--- src/rtl/instruction_fetch_unit.sv ---
// Instruction fetch front end. This block owns the fetch PC and issues word
// fetches to instruction memory. It keeps a small FIFO of returned
// instructions and hands them to decode in program order. A redirect from
// the branch/jump unit throws away everything in flight and restarts fetch
// at the new target.
module instruction_fetch_unit #(
  parameter int                 NB_WORD  = 32,
  parameter int                 NB_ADDR  = 32,
  parameter logic [NB_ADDR-1:0] RESET_PC = '0,
  parameter int                 DEPTH    = 2
) (
  input  logic               i_clock,
  input  logic               i_reset,
  output logic               o_imem_req,
  output logic [NB_ADDR-1:0] o_imem_addr,
  input  logic               i_imem_ready,
  input  logic               i_imem_rvalid,
  input  logic [NB_WORD-1:0] i_imem_rdata,
  input  logic               i_branch_taken,
  input  logic               i_flush,
  input  logic [NB_ADDR-1:0] i_branch_addr,
  output logic               o_valid,
  output logic [NB_WORD-1:0] o_instruction,
  output logic [NB_ADDR-1:0] o_pc,
  input  logic               i_ready,
  output logic               o_misaligned
);

  localparam int CW = $clog2(DEPTH + 1);
  localparam int PW = (DEPTH > 1) ? $clog2(DEPTH) : 1;
  localparam logic [CW-1:0]      DEPTH_C    = CW'(DEPTH);
  localparam logic [PW-1:0]      LAST_C     = PW'(DEPTH - 1);
  localparam logic [NB_ADDR-1:0] RESET_PC_A = {RESET_PC[NB_ADDR-1:2], 2'b00};

  typedef enum logic {BOOT, RUN} state_e;

  state_e             state_q, state_d;
  logic [NB_ADDR-1:0] fetch_pc_q, fetch_pc_d;
  logic [NB_ADDR-1:0] deliver_pc_q, deliver_pc_d;
  logic [CW-1:0]      outstanding_q, outstanding_d;
  logic [CW-1:0]      drop_cnt_q, drop_cnt_d;
  logic [CW-1:0]      count_q, count_d;
  logic [PW-1:0]      rd_ptr_q, rd_ptr_d;
  logic [PW-1:0]      wr_ptr_q, wr_ptr_d;
  logic               misaligned_q, misaligned_d;
  logic [NB_WORD-1:0] fifo_q [DEPTH];

  logic               redir, accept, rsp, push, pop;
  logic               fifo_empty, fifo_full;
  logic [NB_ADDR-1:0] target;
  logic [CW:0]        credit_used;

  function automatic logic [PW-1:0] ptr_inc(input logic [PW-1:0] p);
    return (p == LAST_C) ? '0 : p + 1'b1;
  endfunction

  assign redir      = i_flush | i_branch_taken;
  assign target     = {i_branch_addr[NB_ADDR-1:2], 2'b00};
  assign fifo_empty = (count_q == '0);
  assign fifo_full  = (count_q == DEPTH_C);

  // One credit per in-flight request or buffered word. This is what keeps
  // the FIFO from overflowing, since every request has a slot reserved.
  assign credit_used = {1'b0, outstanding_q} + {1'b0, count_q};
  assign o_imem_req  = (state_q == RUN) & ~redir & (credit_used < {1'b0, DEPTH_C});
  assign o_imem_addr = fetch_pc_q;
  assign accept      = o_imem_req & i_imem_ready;

  // A response is kept only when nothing stale is still due and no redirect
  // is killing this cycle.
  assign rsp  = i_imem_rvalid;
  assign push = rsp & ~redir & (drop_cnt_q == '0);

  assign o_valid       = ~fifo_empty & ~redir;
  assign pop           = o_valid & i_ready;
  assign o_instruction = fifo_q[rd_ptr_q];
  assign o_pc          = deliver_pc_q;
  assign o_misaligned  = misaligned_q;

  // Next-state logic. A redirect overrides fetch, delivery and buffering.
  always_comb begin
    state_d       = RUN;  // BOOT lasts exactly one cycle
    fetch_pc_d    = fetch_pc_q;
    deliver_pc_d  = deliver_pc_q;
    drop_cnt_d    = drop_cnt_q;
    count_d       = count_q;
    rd_ptr_d      = rd_ptr_q;
    wr_ptr_d      = wr_ptr_q;
    misaligned_d  = 1'b0;
    outstanding_d = outstanding_q + CW'(accept) - CW'(rsp);
    if (redir) begin
      fetch_pc_d   = target;
      deliver_pc_d = target;
      // The stale set is the live requests plus those already marked for
      // dropping. outstanding counts both groups, so the whole in-flight
      // total left after this cycle's response becomes the new drop count.
      drop_cnt_d   = outstanding_q - CW'(rsp);
      count_d      = '0;
      rd_ptr_d     = '0;
      wr_ptr_d     = '0;
      misaligned_d = |i_branch_addr[1:0];
    end else begin
      if (accept)
        fetch_pc_d = fetch_pc_q + NB_ADDR'(4);
      if (pop) begin
        deliver_pc_d = deliver_pc_q + NB_ADDR'(4);
        rd_ptr_d     = ptr_inc(rd_ptr_q);
      end
      if (rsp && (drop_cnt_q != '0))
        drop_cnt_d = drop_cnt_q - 1'b1;
      if (push)
        wr_ptr_d = ptr_inc(wr_ptr_q);
      count_d = count_q + CW'(push) - CW'(pop);
    end
  end

  // State, PCs, counters and the misaligned pulse, with synchronous reset.
  always_ff @(posedge i_clock) begin
    if (i_reset) begin
      state_q       <= BOOT;
      fetch_pc_q    <= RESET_PC_A;
      deliver_pc_q  <= RESET_PC_A;
      outstanding_q <= '0;
      drop_cnt_q    <= '0;
      count_q       <= '0;
      rd_ptr_q      <= '0;
      wr_ptr_q      <= '0;
      misaligned_q  <= 1'b0;
    end else begin
      state_q       <= state_d;
      fetch_pc_q    <= fetch_pc_d;
      deliver_pc_q  <= deliver_pc_d;
      outstanding_q <= outstanding_d;
      drop_cnt_q    <= drop_cnt_d;
      count_q       <= count_d;
      rd_ptr_q      <= rd_ptr_d;
      wr_ptr_q      <= wr_ptr_d;
      misaligned_q  <= misaligned_d;
    end
  end

  // FIFO storage. It needs no reset because the pointers and count define
  // which entries are valid.
  always_ff @(posedge i_clock) begin
    if (push)
      fifo_q[wr_ptr_q] <= i_imem_rdata;
  end

  // The credit rule makes a push into a full FIFO impossible.
  a_no_overflow: assert property (@(posedge i_clock) disable iff (i_reset)
    !(push && fifo_full));

  a_counters_bounded: assert property (@(posedge i_clock) disable iff (i_reset)
    (outstanding_q <= DEPTH_C) && (count_q <= DEPTH_C) && (drop_cnt_q <= DEPTH_C));

endmodule
--- config.mk ---
export PLATFORM = sky130hd
export DESIGN_NAME = instruction_fetch_unit
export DESIGN_NICKNAME = d
export VERILOG_FILES = /design/src/rtl/instruction_fetch_unit.sv
export SDC_FILE = /design/constraint.sdc
export NUM_CORES = 1
export LEC_CHECK = 0
export BUFFER_PORTS_ARGS = -buffer_cell sky130_fd_sc_hd__buf_2
export CORE_UTILIZATION = 30
export CTS_CLUSTER_SIZE = 16
export DETAILED_ROUTE_END_ITERATION = 8
export PLACE_DENSITY = 0.52
export SETUP_SLACK_MARGIN = 0.2
export SKIP_CTS_REPAIR_TIMING = 1
export SYNTH_ARGS = -nofsm -noshare
export SYNTH_HDL_FRONTEND = slang
export SYNTH_SLANG_ARGS = --single-unit
--- constraint.sdc ---
create_clock -name i_clock -period 3.4 [get_ports i_clock]
set_input_delay 0.34 -clock i_clock [delete_from_list [all_inputs] [get_ports i_clock]]
set_output_delay 0.34 -clock i_clock [all_outputs]
set_load 0.1 [all_outputs]
* Word level (Yosys, flattened, before mapping) *
Memories as Yosys holds them, arrays and structs flattened. A register that Yosys moved wholly into a read port is not among the register bits.
Index checks and enable logic that the tools add are counted.

storage, ports and cells
  memories kept = 1
  memory bits (writable) = 64
  output and inout port bits = 99
  bits of input ports = 71
  logic and storage cells = 57
  flip-flop bits (word level) = 74

memory list
  memory  depth  width  read ports  clocked after memory_dff  wr ports  RTL line  RTL
  fifo_q  2      32     1           1                         1         46        logic [NB_WORD-1:0] fifo_q [DEPTH];

operators by class
  order comparisons = 1
  reductions and logical operators = 10
  multiplexer cells = 13
  $add $sub $neg = 11
  bitwise logic cells = 10

operators by type and width
  cell                   number
  $mux 32                4
  $add 32x3->32 const B  2
  $reduce_bool 2->1      4
  $and 1x1->1            7
  $mux 1                 7
  $reduce_or 2->1        3
  $sub 2x1->2            3
  $add 2x1->2            2
  $logic_not 2->1        2
  $mux 2                 2
  $add 2x2->3            1
  $lt 3x2->1 const B     1
  $add 1x1->1 const B    2
  $not 1->1              2
  $sub 2x1->2 const B    1
  $logic_and 1x1->1      1
  $or 1x1->1             1

* Logic depth before layout (Yosys ltp) *
Gate-level depths: netlist of the first run.

  depth after elaboration = 7
  mapped depth = 11
  gate-level depth less buffers = 10

* Worst setup path before layout of the first run *
Ideal clock, no wire load.

  path type = flip-flop to output port
  from = reg outstanding_q[0]
  to = out o_imem_req
  required time = 3.060 ns
  arrival = 4.095 ns
  path buffers = 0
  slack = -1.035 ns
  stages on the path, launching flop included = 4
  cell sequence = dfxtp_1 -> and2_1 -> fa_1 -> nor4b_1

between the ends
  cells in the longest elaborated chain, start to end = 3

RTL lines
  item                    RTL line  RTL
  from (decl)             40        logic [CW-1:0] outstanding_q, outstanding_d;
  from (signal assigned)  133       outstanding_q <= outstanding_d;
  $add 2x2->3             64        assign credit_used = {1'b0, outstanding_q} + {1'b0, count_q};
  $lt 3x2->1              65        assign o_imem_req = (state_q == RUN) & ~redir & (credit_used < {1'b0, DEPTH_C});
  $and 1x1->1             65
  to (decl)               14        output logic o_imem_req,

Every way passes these cells.

* Worst setup path after layout of the first run *
  from = reg count_q[0]
  to = reg fetch_pc_q[27], in the netlist o_imem_addr[27]

between the ends
  cells in the longest elaborated chain, start to end = 5

RTL lines
  item                                RTL line  RTL
  from (decl)                         42        logic [CW-1:0] count_q, count_d;
  from (signal assigned)              135       count_q <= count_d;
  $add 2x2->3                         64
  $lt 3x2->1                          65
  $and 1x1->1                         65
  $and 1x1->1                         67        assign accept = o_imem_req & i_imem_ready;
  $reduce_bool 2->1 (no source line)  n/a
  to (signal assigned)                131       fetch_pc_q <= fetch_pc_d;
  to (decl)                           38        logic [NB_ADDR-1:0] fetch_pc_q, fetch_pc_d;

Every way passes these cells.
A chain may end at the register's enable or synchronous reset.

==> flow_summary.ini, run 1 <==
[floorplanning]
start_util_pct = 30.6
dieWidth_um = 143
core_mm2 = 0.0195
ios = 170
dieArea_mm2 = 0.0205
die_h_um = 143
rows = 51

[place]
gp_congestion = 0.813
dpl.hpwl_mm = 11.3
portBuffers = 165
dp_cells = 941
placed_area_mm2 = 0.00706

[sta]
min_period_ps = 2770
fmax_mhz = 361
maxSlewViolCount = 0
finalHoldViolations = 0
tightest_slew_ps = 977
tns_ps = 0
skew_ps = 7.37
rsz0062_at_grt = false
slew_headroom_pct = 34.3
finalSetupViolations = 0
period_share_pct = 81.4

[routing]
drtIter0Drc = 369
drcViolationCount = 0
wl_mm = 15.8
via_per_inst = 4.77
firstDrtPassIters = 4
wl_per_cell_um = 16.2
ant_nets = 0
vias = 4642

[synth]
synth_top_area_share_pct = 32.1
syn_inst = 535
synthesis.area_mm2 = 0.00598
ys_seq_elements = 135
yosysUniqueCellTypes = 49
synthArstFlopShare_pct = 0
synth_seq_area_share_pct = 55.9
synth_warnings = 0
yosys.area.top_type = edfxtp_1
synth_edf_count = 64
ys_dominant_reg_cell = dfxtp_1
syn_area_per_cell_um2 = 11.2
synth_area_leaders = edfxtp_1, dfxtp_1, mux2_2

[cts]
clock_sinks = 135
clockBufferDepth = 2
clkLatencyLatePin_ps = 410
cts-htree-levels = 4
cts_buffers = 17
clkTransAtPathRegs_ps = 60
root_buffer = clkbuf_16
cts_tree = done

[hold_path]
hold_class = in2reg

[finish]
synthToLayoutAreaGrowth_pct = 27.5
multi_input_area_mm2 = 0.00249
fillCellCount = 1986
register_area_mm2 = 0.00334
layout-drive-gt1-share_pct = 34.5
finalInstanceArea_mm2 = 0.00763
nNetsFinal = 775
mostFrequentLayoutCells = buf_2, dfxtp_1, edfxtp_1
layout.cells.non_filler = 973
antenna_cells = 0
final_common_cell = buf_2

[critical_path]
crit_chain = and2_1 > fa_1 > nand4bb_1 > or4_1 > nor3_1 > xnor2_1 > a21oi_1
start_kind = flop
cp_max_fo = 10
crit_type = reg2reg
slowest_delay_ps = 770
required_ps = 3650
worst_ep_arrival_time_ps = 3020
slowest_stage = or4_1
end_kind = flop

[grt]
grt_pass1_wl_mm = 23.9
grt_usage_pct = 15.5
antenna_found_initial = 0
grt_max_degree = 92
grt_pass1_vias = 4572
grt_overflow = 0

[power_and_ir_drop]
vdd_drop_max_uv = 343
pwr_density_cell_mw_per_mm2 = 580
leakagePower_uw = 0.00287

[flow_run]
maxCapViolCount = 0

[outcome]
outcome = complete, no violations
power by group:
group	total (uW)	internal [uW]	switching, uW
Clock	1780	1110	667
Combinational	791	153	638
Sequential	1860	1780	80.3
Total	4430	3040	1380
cells by family after synthesis:
family                     Yosys count  synth area share [%]
adders and majority gates            9                  2.01
buffers and inverters               42                  3.12
AOI/OAI and AO/OA                   99                  8.99
DFF                                135                  55.9
and+or+nand+nor                    159                  15.4
other                                1                0.0627
muxes                               33                  6.21
xor gates and xnor gates            57                  8.34
layer usage:
layer  vias to the layer above  part of all wire [%]  GRT usage, %
li1                       2284                     -             -
met1                      2181                    45          19.5
met2                       161                    46          24.8
met3                        16                   7.0          4.73
met4                         0                   1.5          5.71
met5                         -                     0             0
final timing paths:
path                          from               to  slack [ps]  cells past startpoint
hold reg to reg            o_pc[3]          o_pc[3]         540                      2
hold / removal    i_imem_rdata[20]    fifo_q[1][20]         120                      1
setup reg to reg        count_q[0]  o_imem_addr[27]         630                      7
setup / recovery        count_q[0]  o_imem_addr[27]         630                      7
through the flow:
step / power (uW) / setup slack, ps / hold WS [ps] / utilization, %
after CTS: 4480 / 622 / 95.8 / 39.1
after global routing: 4590 / 340 / 94.9 / 39.1
after global placement: 2670 / 697 / 516 / 36.2
after detailed placement: 2680 / 658 / 529 / 36.2
final: 4430 / 631 / 117 / 39.1
after floorplan: 2520 / 361 / 439 / -
cell type report:
cell class / instances / share of cell area [%]
clock buffers: 23 / 6.13
clock inverters: 9 / 1.31
repair buffers: 168 / 11.1
well taps: 265 / 4.34
multi-input cells: 361 / 32.7
flip-flops and latches: 135 / 43.8
inverters: 12 / 0.590
sequential cells by signal (all words and copies together), names as in the netlist, named ones only:
| name | cells |
|---|---|
| count_q | 2 |
| drop_cnt_q | 2 |
| fifo_q | 64 |
| o_imem_addr | 30 |
| o_misaligned | 1 |
| o_pc | 30 |
| outstanding_q | 2 |
| rd_ptr_q | 1 |
| state_q | 1 |
| wr_ptr_q | 1 |
critical path, delay by kind of cell (launching register included):
family | cells | cell delay, ps
flip-flops | 1 | 370
adder cells (fa/ha/maj) | 1 | 460
AND/OR/NAND/NOR | 4 | 1530
XOR/XNOR | 1 | 160
AO/OA/AOI/OAI | 1 | 80
cell usage after synthesis, types with 2 or more instances:
cell / n
edfxtp_1: 64
inv_1: 12
dfxtp_1: 71
nor3_2: 2
and3_1: 5
a211oi_1: 5
or4_1: 2
xor2_1: 25
or4_4: 2
a21oi_1: 50
nor4bb_1: 2
xnor2_1: 32
nor4_1: 6
buf_4: 5
nand2_1: 31
o21ai_0: 30
nor2b_1: 2
ha_1: 8
o211ai_1: 3
and4_1: 9
nor4b_1: 2
nand4_1: 18
nand3_1: 20
a31oi_1: 6
mux2_2: 33
buf_1: 5
nor3_1: 15
clkbuf_1: 17
and2_1: 4
or3_1: 5
nor4_2: 5
nor2_1: 22
Note: power is estimated with default switching activity, not from simulation.
==> run 2: changes to the inputs <==
Clock period 3.4 ns to 2.83 ns, I/O delays scaled along.
==> flow_summary.ini, run 2 (synthesized netlist as in run 1, its figures left out) <==
[sta]
slew_headroom_pct = 42.0
min_period_ps = 2540
period_share_pct = 89.9
maxSlewViolCount = 0
fmax_mhz = 393
skew_ps = 10.4
finalSetupViolations = 0
rsz0062_at_grt = false
finalHoldViolations = 0
tightest_slew_ps = 869

[critical_path]
crit_type = reg2reg
slowest_stage = or4_1
required_ps = 3110
path_buf_inv = 1
regToRegSetupSlack_ps = 290
crit_chain = and2_1 > fa_2 > nand4bb_4 > or4_1 > buf_4 > nor3_1 > xnor2_1 > a21oi_1
worst_ep_arrival_time_ps = 2820
slowest_delay_ps = 510
cp_max_fo = 10
start_kind = flop
critical-path-top-delay-family = simple AND/OR/NAND/NOR gates
end_kind = flop

[grt]
grt_pass1_wl_mm = 24.0
grt_usage_pct = 15.5
antenna_found_initial = 0
grt_overflow = 0
grt_pass1_vias = 4584
grt_max_degree = 92

[routing]
wl_per_cell_um = 16.2
firstDrtPassIters = 4
vias = 4738
drtIter0Drc = 244
wl_mm = 15.9
ant_nets = 0
via_per_inst = 4.82
drcViolationCount = 0

[finish]
top_register = fifo_q
largest_register_ffs = 64
layout-drive-gt1-share_pct = 36.4
nNetsFinal = 784
antenna_cells = 0
mostFrequentLayoutCells = buf_2, dfxtp_1, edfxtp_1
final_common_cell = buf_2
finalInstanceArea_mm2 = 0.00781
synthToLayoutAreaGrowth_pct = 30.5

[power_and_ir_drop]
leakagePower_uw = 0.00298
vdd_drop_max_uv = 370
p_total_uw = 5460
pwr_density_cell_mw_per_mm2 = 699

[floorplanning]
die_h_um = 143
ios = 170
core_mm2 = 0.0195
dieWidth_um = 143
rows = 51
start_util_pct = 30.6
dieArea_mm2 = 0.0205

[flow_run]
maxCapViolCount = 0

[place]
gp_congestion = 0.839
dpl.hpwl_mm = 11.5
placed_area_mm2 = 0.00714
portBuffers = 165

[cts]
clkTransAtPathRegs_ps = 60
clockBufferDepth = 2
cts-htree-levels = 4
root_buffer = clkbuf_16
clock_sinks = 135
clkLatencyLatePin_ps = 410
cts_buffers = 17
cts_tree = done

[outcome]
outcome = complete, no violations

[hold_path]
hold_class = in2reg
-- run 2: power by group --
part	internal, uW	total [uW]	switching (uW)
sequential	2140	2230	97.9
combinational	194	964	770
clock	1440	2260	825
total	3770	5460	1690
-- run 2: routing by layer --
layer  vias to the layer above  share of wire (%)  GRT usage (%)
met4                         0                1.4           5.99
met2                       178                 46           24.4
met3                        16                7.3           4.29
met5                         -                  0              0
met1                      2235                 45           20.0
li1                       2309                  -              -
-- run 2: worst paths after layout --
kind | from | endpoint | depth (start not counted)
setup reg to reg | count_q[0] | o_imem_addr[27] | 8
hold / removal | i_imem_rdata[24] | fifo_q[1][24] | 1
hold reg to reg | o_imem_addr[3] | o_imem_addr[3] | 2
setup / recovery | count_q[0] | o_imem_addr[27] | 8
-- run 2: worst register-to-register path: stages, from the launching register on --
cell and delay, ps:
dfxtp_2 350, and2_1 150, fa_2 480, nand4bb_4 230
or4_1 510, buf_4 210, nor3_1 250, xnor2_1 150
a21oi_1 80
-- run 2: final cells by class --
| type | count | area, um2 |
|---|---|---|
| flip-flops and latches | 135 | 3350 |
| fillers | 1984 | 11700 |
| repair buffers | 177 | 928 |
| clock inverters | 11 | 148 |
| multi-input cells | 361 | 2550 |
| clock buffers | 21 | 460 |
| inverters | 12 | 45.0 |
| well taps | 265 | 332 |
-- run 2: per-stage QoR --
stage	std cells	setup TNS, ps	utilization, %	hold WS [ps]	setup WS, ps
finish	982	0	40.0	60.1	287
global route	982	0	40.0	36.4	190
CTS	981	-8.18	39.7	36.3	-8.18
detailed placement	949	0	36.6	475	25.2
global placement	949	0	36.6	472	52.4
floorplan	538	0	-	382	147
